$ cat src/rtl/btn_switch_conditioner.sv
// Button/switch input conditioner: synchronizes the raw button and switches, debounces the
// button, and emits a one-cycle start pulse with a switch snapshot on each accepted press.
module btn_switch_conditioner #(
  parameter int DEBOUNCE_CYCLES = 1000000,
  parameter int CNT_W           = 20,
  parameter int SW_W            = 8
) (
  input  logic            clk,
  input  logic            rst_n,
  input  logic            button_raw,
  input  logic [SW_W-1:0] switch_raw,
  output logic            btn_pulse,
  output logic            btn_level,
  output logic [SW_W-1:0] switch_snap,
  output logic [1:0]      state_dbg
);

  typedef enum logic [1:0] {
    IDLE      = 2'd0,
    PRESS_CHK = 2'd1,
    HELD      = 2'd2,
    REL_CHK   = 2'd3
  } state_t;

  localparam logic [CNT_W-1:0] CNT_LAST = CNT_W'(DEBOUNCE_CYCLES - 1);

  logic            b_s1;
  logic            b_s2;
  logic [SW_W-1:0] sw_s1;
  logic [SW_W-1:0] sw_s2;
  state_t          state;
  logic [CNT_W-1:0] cnt;

  always_ff @(posedge clk or negedge rst_n) begin
    if (!rst_n) begin
      b_s1  <= 1'b0;
      b_s2  <= 1'b0;
      sw_s1 <= '0;
      sw_s2 <= '0;
    end else begin
      b_s1  <= button_raw;
      b_s2  <= b_s1;
      sw_s1 <= switch_raw;
      sw_s2 <= sw_s1;
    end
  end

  // A b_s2 mismatch is tested before the terminal count, so bounce always wins.
  always_ff @(posedge clk or negedge rst_n) begin
    if (!rst_n) begin
      state       <= IDLE;
      cnt         <= '0;
      btn_pulse   <= 1'b0;
      btn_level   <= 1'b0;
      switch_snap <= '0;
    end else begin
      btn_pulse <= 1'b0;
      case (state)
        IDLE: begin
          if (b_s2) begin
            state <= PRESS_CHK;
            cnt   <= '0;
          end
        end
        PRESS_CHK: begin
          if (!b_s2) begin
            state <= IDLE;
          end else if (cnt == CNT_LAST) begin
            state       <= HELD;
            btn_pulse   <= 1'b1;
            btn_level   <= 1'b1;
            switch_snap <= sw_s2;
          end else begin
            cnt <= cnt + 1'b1;
          end
        end
        HELD: begin
          if (!b_s2) begin
            state <= REL_CHK;
            cnt   <= '0;
          end
        end
        REL_CHK: begin
          if (b_s2) begin
            state <= HELD;
          end else if (cnt == CNT_LAST) begin
            state     <= IDLE;
            btn_level <= 1'b0;
          end else begin
            cnt <= cnt + 1'b1;
          end
        end
        default: begin
          state <= IDLE;
          cnt   <= '0;
        end
      endcase
    end
  end

  assign state_dbg = state;

endmodule
$ cat config.mk
export PLATFORM = sky130hd
export DESIGN_NAME = btn_switch_conditioner
export DESIGN_NICKNAME = d
export VERILOG_FILES = /design/src/rtl/btn_switch_conditioner.sv
export SDC_FILE = /design/constraint.sdc
export NUM_CORES = 1
export LEC_CHECK = 0
export CAP_MARGIN = 20
export CORE_UTILIZATION = 50
export DETAILED_ROUTE_END_ITERATION = 12
export PLACE_DENSITY = 0.74
export REMOVE_ABC_BUFFERS = 1
export SETUP_SLACK_MARGIN = 0.02
export SYNTH_ARGS = -nofsm -noshare
export SYNTH_HDL_FRONTEND = slang
export SYNTH_SLANG_ARGS = --single-unit
export TNS_END_PERCENT = 20
$ cat constraint.sdc
create_clock -name clk -period 2.1 [get_ports clk]
set_clock_uncertainty 0.2 [all_clocks]
set_input_delay 0.42 -clock clk [delete_from_list [all_inputs] [get_ports clk]]
set_output_delay 0.42 -clock clk [all_outputs]
set_load 0.1 [all_outputs]
# Word-level counts from Yosys, hierarchy flattened
# Cells that the tools add are included.
# totals
ff_bits,50
latchBits,0
ramBits,0
mem_bits_ro,0
input_bits,11
elab_cells,49
n_memories,0
# op_classes
n_addsub,1
mul,0
div_mod_pow,0
n_lt_le_gt_ge,0
eq_ne,12
shift,0
n_mux,21
bitwise,0
reduce_logical,6
# op_table
cell,n
$mux W20,5
$pmux W20 S4,1
$add A20 B1 Y20 const B,1
$eq A20 B20 Y1 const B,1
$mux W2,6
$ne A2 B2 Y1 const B,6
$pmux W2 S4,1
$reduce_and A4 Y1,2
$mux W1,7
$ne A3 B3 Y1 const B,2
$reduce_and A5 Y1,1
$eq A2 B2 Y1 const B,2
$reduce_and A3 Y1,1
$eq A2 B1 Y1 const B,1
$logic_not A2 Y1,1
$pmux W1 S2,1
$reduce_bool A2 Y1,1

# Logic depth before layout (Yosys ltp)
# depth
depth_word,4
depth_mapped,6
mapped_depth_nobuf,6

# Least setup slack after synthesis
# Ideal clock, no wire load.
# synth_path
path_kind,register to register
startpoint,register state[0] (netlist: state_dbg[0])
endpoint,register switch_snap[0]
setup_ns,0.126
arrival_ns,2.124
path_slack_ns,-0.350
stages_incl_launch_ff,6
n_path_buf,1
path_cell_list,dfrtp_1 > clkbuf_2 > nand4_1 > nor4_1 > nand4b_1 > mux2_2
# synth_between
elab_chain_cells,2
# synth_rtl
element,line_no,rtl
from (decl),31,state_t state;
from (signal assigned),51,state <= IDLE;
from (signal assigned),61,state <= PRESS_CHK;
from (signal assigned),67,state <= IDLE;
$eq A2 B1 Y1,58,case (state)
$reduce_and A3 Y1 (no line),n/a,
to (signal assigned),72,switch_snap <= sw_s2;
to (decl),14,"output logic [SW_W-1:0] switch_snap,"
# Every way passes these cells.
# A chain may end at the register's enable or synchronous reset.

# Final worst setup path
# layout_path
startpoint,register cnt[13]
endpoint,register cnt[0]
# layout_between
elab_chain_cells,4
# layout_rtl
element,line_no,rtl
from (decl),32,logic [CNT_W-1:0] cnt;
from (signal assigned),74,cnt <= cnt + 1'b1;
from (signal assigned),90,cnt <= cnt + 1'b1;
$eq A20 B20 Y1 *,"68, 86",
$mux W20 *,n/a,
$mux W20 (on tied branches),n/a,
$pmux W20 S4 *,n/a,
# Every way passes the cells marked *; elsewhere a longest branch is shown, timed or not. The select of a mux whose other input is x is not followed.

==> results.py <==
metrics = {
    "sta": {
        "setup_ws_ps": 82.74,
        "layout_min_cycle_time_ps": 2017,
        "rsz0062_at_grt": "true",
        "period_share": 0.9606,
        "hold_viol_final": 0,
        "fmax_ghz": 0.4957,
        "setup_violations": 0,
        "worstMarginPinSlew_ps": 402.5,
        "slew-limit-headroom": 0.7314,
        "finalMaxSlewViolations": 0,
        "hold_ws_ps": 155.7,
    },
    "worst_setup_path": {
        "crit_fanout": 4,
        "critical_path_required_ps": 2090,
        "arrival_ps": 2010,
        "critPathLaunchType": "flip-flop",
        "crit_path_max_incr_delay_ps": 420,
        "worstPathBufferInverterCount": 1,
        "crit_family": "simple AND/OR/NAND/NOR gates",
        "cp-end-kind": "flip-flop",
        "rrSetupSlack_ps": 80,
        "path_cells": "nor4b_4, nand4_2, o31ai_4, inv_4, mux2_4",
        "worstSetupPathType": "reg2reg",
        "critPathSlowestCell": "dfrtp_1",
    },
    "die": {
        "core_area_sq_mm": 0.004384,
        "ios": 23,
        "num_rows": 24,
        "die_area_sq_mm": 0.004859,
        "start_util": 0.5228,
        "die_h_um": 69.71,
        "die_w_um": 69.71,
    },
    "run": {
        "maxCapViolations": 0,
    },
    "place": {
        "dp_slack_ps": 76.52,
        "dp_hpwl_mm": 3.390,
        "dp_cells": 286,
        "gp_congestion": 0.9119,
        "numPortBuffers": 22,
    },
    "route": {
        "drc": 0,
        "first_iter_violations": 340,
        "dr.pass1.iters": 5,
        "drt-total-wl_mm": 4.720,
        "via_per_inst": 6.034,
        "vias": 1780,
        "wire_per_inst_um": 16.00,
        "ant_nets": 0,
    },
    "clock_network": {
        "htreeDepth": 2,
        "cts_sinks": 50,
        "post_cts_buffers": 0,
        "numCtsBuffers": 5,
        "cts_root_buf": "clkbuf_8",
        "clk_path_buf_depth": 2,
        "worstSkewPairLatency_ps": 300,
        "clk_pin_slew_ps": 90,
        "cts_tree": "yes",
    },
    "logic_synthesis": {
        "synth-warning-count": 0,
        "avgSynthCellArea_sq_um": 11.52,
        "synthArstFlopShare": 1.000,
        "synth_cells": 199,
        "synth.yosys.seq_area_share": 0.5459,
        "synth_cell_types": 46,
        "netlist_top_cells_area": "dfrtp_1 (55%), mux2_2 (4.4%), mux2i_1 (3.5%)",
        "synth-edff-count": 0,
        "synth-seq-cells": 50,
        "syn_area_sq_mm": 0.002292,
        "synth_top_cell_area_share": 0.5459,
        "synthFlopType": "dfrtp_1",
        "synth_top_cell_by_area": "dfrtp_1",
    },
    "finish": {
        "nFillCells": 336,
        "diodes": 0,
        "final_common_cell": "dfrtp_1",
        "final_cells": 295,
        "postLayoutCoreUtil": 0.6684,
        "final_cell_mix": "dfrtp_1 (50), buf_4 (22), nand2_1 (19), buf_12 (14), nor2_1 (11)",
        "final_layout_size_suffix_gt1_frac": 0.2716,
        "num-nets-final": 254,
        "area_growth_pct": 27.84,
    },
    "global_route": {
        "grt_overflow_total": 0,
        "grt_pass1_wl_mm": 8.052,
        "grt_pass1_vias": 1674,
        "grt_max_degree": 50,
        "antenna_found_initial": 0,
        "grt_usage": 0.2130,
    },
    "hold_path": {
        "holdCritPathClass": "reg2reg",
    },
    "run_status": {
        "status": "finished clean",
    },
    "power_and_ir_drop": {
        "peakVddDrop_uv": 379.7,
        "p_leak_uw": 0.001268,
        "powerDensity_mw_per_mm2": 620.4,
    },
}
report_power, final:
part	leakage (uW)	internal, uW	switching, uW
Clock	0.0000478	272	327
Combinational	0.000569	84.0	100
Sequential	0.000651	1000	33.0
routing by layer:
metal | track usage | vias up | wire length [um] | share of wire
li1 | - | 823 | - | -
met1 | 0.3018 | 866 | 2156 | 0.46
met2 | 0.3290 | 77 | 2216 | 0.47
met3 | 0.03924 | 14 | 259 | 0.055
met4 | 0.07778 | 0 | 87 | 0.018
met5 | 0 | - | 0 | 0
final timing paths:
path | start | endpoint | depth (start not counted)
max | cnt[13]$_DFFE_PN0P_ | cnt[0]$_DFFE_PN0P_ | 5
min | b_s1$_DFF_PN0_ | b_s2$_DFF_PN0_ | 0
max reg2reg | cnt[13]$_DFFE_PN0P_ | cnt[0]$_DFFE_PN0P_ | 5
min reg2reg | b_s1$_DFF_PN0_ | b_s2$_DFF_PN0_ | 0
max in group asynchronous | rst_n | cnt[9]$_DFFE_PN0P_ | 3
min in group asynchronous | rst_n | switch_snap[4]$_DFFE_PN0P_ | 2
sequential cells by signal (all words and copies together), names as in the netlist, named ones only:
| register | cells |
|---|---|
| state_dbg | 1 |
| b_s1 | 1 |
| sw_s1 | 8 |
| b_s2 | 1 |
| sw_s2 | 8 |
| btn_level | 1 |
| btn_pulse | 1 |
| cnt | 20 |
| switch_snap | 8 |
cell families after synthesis:
logic type,count (synthesis),synth area share
flops,50,0.5459
mux,18,0.08570
fa+ha+maj,1,0.005458
xor+xnor,2,0.007643
simple gates,80,0.2009
buf+inv,17,0.04530
compound gates,31,0.1092
repair_timing:
item                       CTS  global route
setup endpoints to repair    0             6
gates resized for setup      0             1
hold endpoints to repair    50             0
hold buffers                 1             0
final cells by class:
cell class                      instances  area, sq um  area share
Clock buffer                            6        82.58     0.02818
Tap cell                               52        65.06     0.02220
Sequential cell                        50         1251      0.4270
Timing Repair Buffer                   47        550.5      0.1879
Inverter                                6        25.02    0.008540
Multi-Input combinational cell        132        939.7      0.3207
Clock inverter                          2        16.27    0.005551
cells in the mapped netlist, types with 2 or more instances:
cell type	instances
dfrtp_1	50
nand2_1	19
nor2_1	11
mux2_2	9
nor3_1	9
mux2i_1	8
nand3_1	7
nor4_1	7
nand4_1	6
inv_1	5
o2bb2ai_1	5
a31oi_1	4
and3_1	4
clkbuf_1	4
a21oi_1	3
buf_6	3
clkbuf_2	3
o211ai_1	3
o21ai_0	3
o41ai_1	3
or3_1	3
a211o_2	2
a21o_1	2
a221o_2	2
nand4b_1	2
nor4b_1	2
through the flow:
step	instance area, sq um	TNS (ps)	power [uW]
2_1_floorplan	2213	-12370	1125
6_report	2930	0	1818
3_5_place_dp	2819	0	1236
4_1_cts	2928	0	1836
5_1_grt	2930	-2.998	1886
3_3_place_gp	2819	0	1228
worst register-to-register path, stage by stage, from the launching register on:
cell and delay, ps:
dfrtp_1 420, nor4b_4 290, nand4_2 220, o31ai_4 400, inv_4 80, mux2_4 300
No activity file was read; power rests on OpenSTA's default activity.
==> edit: new RTL, same flow settings <==
Change the parameter `SW_W` from 8 to 6.
--- a/src/rtl/btn_switch_conditioner.sv
+++ b/src/rtl/btn_switch_conditioner.sv
@@ -3,7 +3,7 @@
 module btn_switch_conditioner #(
   parameter int DEBOUNCE_CYCLES = 1000000,
   parameter int CNT_W           = 20,
-  parameter int SW_W            = 8
+  parameter int SW_W            = 6
 ) (
   input  logic            clk,
   input  logic            rst_n,
Ports: changed (resized switch_raw and switch_snap); port bits go from 23 to 19. No check against the original RTL was run, so the function may have changed too.
==> edit against the unedited design <==
The flow now finishes with violations (negative setup slack). Design area decreased by 7.2%. Sequential power decreased by 14%. Sequential cell count decreased by 6. Wire length increased by 1.9%. Synthesized cell count decreased by 8.5%. Maximum frequency decreased by 6.1%. Worst setup slack got worse by 0.13 ns. Power decreased by 5.5%. Sequential share of layout area decreased by 2.2 points. Die area decreased by 14%. Critical path depth increased by 1. Non-clock buffer count increased by 6. Synthesized area decreased by 14%. Critical endpoint is now switch_snap[0].
==> edit: results (changes against the unedited design) <==
metric	value	unit	change
Synth Warn #	0		unchanged
Multi-In Gates	127		-3.8%
antenna cells	0		unchanged
CTS sink count	44		-12%
CTS Buf Count	5		unchanged
HP Class	reg -> reg		
final setup margin	-0.0485	ns	-0.131 ns
Top reg by flops	cnt		
DR iter-0 viols	120		-65%
CTS Buffer Depth	2		unchanged
Yosys cell types	38		-17%
via count	1641		-7.8%
cell leakage power	1.22	nW	-3.5%
filler cell count	272		-19%
FFs w/ async S/R, synth	100	%	unchanged
Data buffer area share	20.0	%	+1.2 points
number of signal-net buffers in the layout	53		+13%
routability cong.	0.883		-3.2%
Seq/Total Area, Yosys	56.0	%	+1.4 points
first-pass GRT wire length	8050	um	about the same
DP Cell Count	269		-5.9%
Clock Latency Late Sink	0.30	ns	about the same
WL/cell	16.9	um	+5.5%
Detail Placement HPWL	3330	um	-1.9%
clk cell area share	4.09	%	+0.72 points
number of non-clock inverters	5		-1
Gate Count Post-Synth	182		-8.5%
fraction of area in multi-input gates	32.5	%	+0.45 points
# setup viols final	8		+8
initial antenna violation count	0		unchanged
synth top area cells	dfrtp_1, nand2_1, mux2_1		
port buffer count	18		-18%
gr usage total	26.6	%	+5.3 points
CP arrival	2.14	ns	+0.13 ns
DR pass1 iterations	4		-1
root buffer cell	clkbuf_8		
largest net degree at the start of global routing	25		-50%
Period minus WS final	2.15	ns	+0.131 ns
violated checks	negative setup slack		
share of layout cells above drive strength 1	31.2	%	+4.1 points
max FFs per register	20		unchanged
status	finished, violations left		
H-tree depth	2		unchanged
area share of the largest cell type after synthesis	56.0	%	+1.4 points
CP max FO	7		+3
P_sw	0.404	mW	-12%
Slew @ Worst Pin	0.481	ns	+0.0784 ns
Peak VDD IR	0.499	mV	+31%
final std cells w/o fill	285		-3.4%
fraction of area in registers	40.5	%	-2.2 points
vias in the first global route	1683		+0.54%
Reg clk slew, reported paths	0.08	ns	
Commonest cells post-synth	dfrtp_1, nand2_1, nand3_1		
nets@finish	246		-3.1%
-- edit: cell types whose count changed in the layout (fill, tap and decap cells not counted), moves of 5 or more --
cell       unedited run  this run
buf_4                22        33
mux2_2                9         0
dfrtp_1              50        44
mux2_4                1         6
nand2_1              19        24
nand3_1               7        12
nor3_1                9         4
o2bb2ai_1             5         0
-- edit: what timing repair did --
action | CTS | global route
hold buffers | 1 | 0
resized for setup | 14 | 4
endpoints found under the hold margin | 20 | 0
cloned | 0 | 0
pin swaps | 9 | 9
buffers inserted | 3 | 4
setup endpoints to repair | 12 | 17
-- edit: path summary, 6_finish.rpt --
kind / from / end / slack (ns) / cells after the start
worst max-delay path: cnt[0] / switch_snap[0] / -0.05 / 6
worst min-delay path: sw_s1[5] / sw_s2[5] / 0.15 / 0
worst max register to register: cnt[0] / switch_snap[0] / -0.05 / 6
worst min register to register: sw_s1[5] / sw_s2[5] / 0.15 / 0
max in group asynchronous: rst_n / cnt[13] / 0.80 / 3
min in group asynchronous: rst_n / switch_snap[4] / 0.40 / 2
-- edit: cells by family (layout without fill, tap and decap cells) --
family | after synthesis | count (layout) | synth area share [%]
AND/OR/NAND/NOR | 83 | 83 | 23.7
flip-flops | 44 | 44 | 56.0
AO/OA/AOI/OAI | 29 | 29 | 9.48
multiplexers | 12 | 12 | 6.56
buffers and inverters | 11 | 66 | 2.67
XOR/XNOR | 2 | 2 | 0.891
adder cells (fa/ha/maj) | 1 | 1 | 0.636
-- edit: routing by layer --
metal | vias up | track usage [%] | part of all wire [%]
met4 | 0 | 11.9 | 2.2
met1 | 808 | 33.1 | 43
li1 | 771 | - | -
met2 | 52 | 43.4 | 50
met5 | - | 0 | 0
met3 | 10 | 6.87 | 5.3
-- edit: worst max-delay path, cell delays in order (launching register included) --
cell and delay [ns]:
dfrtp_1 0.38, ha_2 0.19, and3_4 0.21, nand3_2 0.07
or3_4 0.40, nor2_4 0.24, mux2_4 0.33
-- edit: metrics by stage --
step                cell area, um^2  power, mW  setup slack (ns)  setup TNS, ns  utilization, %
CTS                            2670       1.71           -0.0659         -0.402            72.0
global route                   2720       1.77            -0.101         -0.771            73.2
floorplan                      1930      0.964            -0.585          -9.31               -
finish                         2720       1.72           -0.0485         -0.310            73.2
global placement               2470       1.05           -0.0342         -0.223            66.5
detailed placement             2470       1.06            -0.115         -0.922            66.5
-- edit: power by group through the flow --
stage          logic, mW  registers [mW]  clock network, mW
6_report           0.177           0.896              0.646
5_1_grt            0.193           0.899              0.682
4_1_cts            0.162           0.897              0.654
3_5_place_dp       0.151           0.913                  0
3_3_place_gp       0.140           0.909                  0
2_1_floorplan     0.0422           0.922                  0
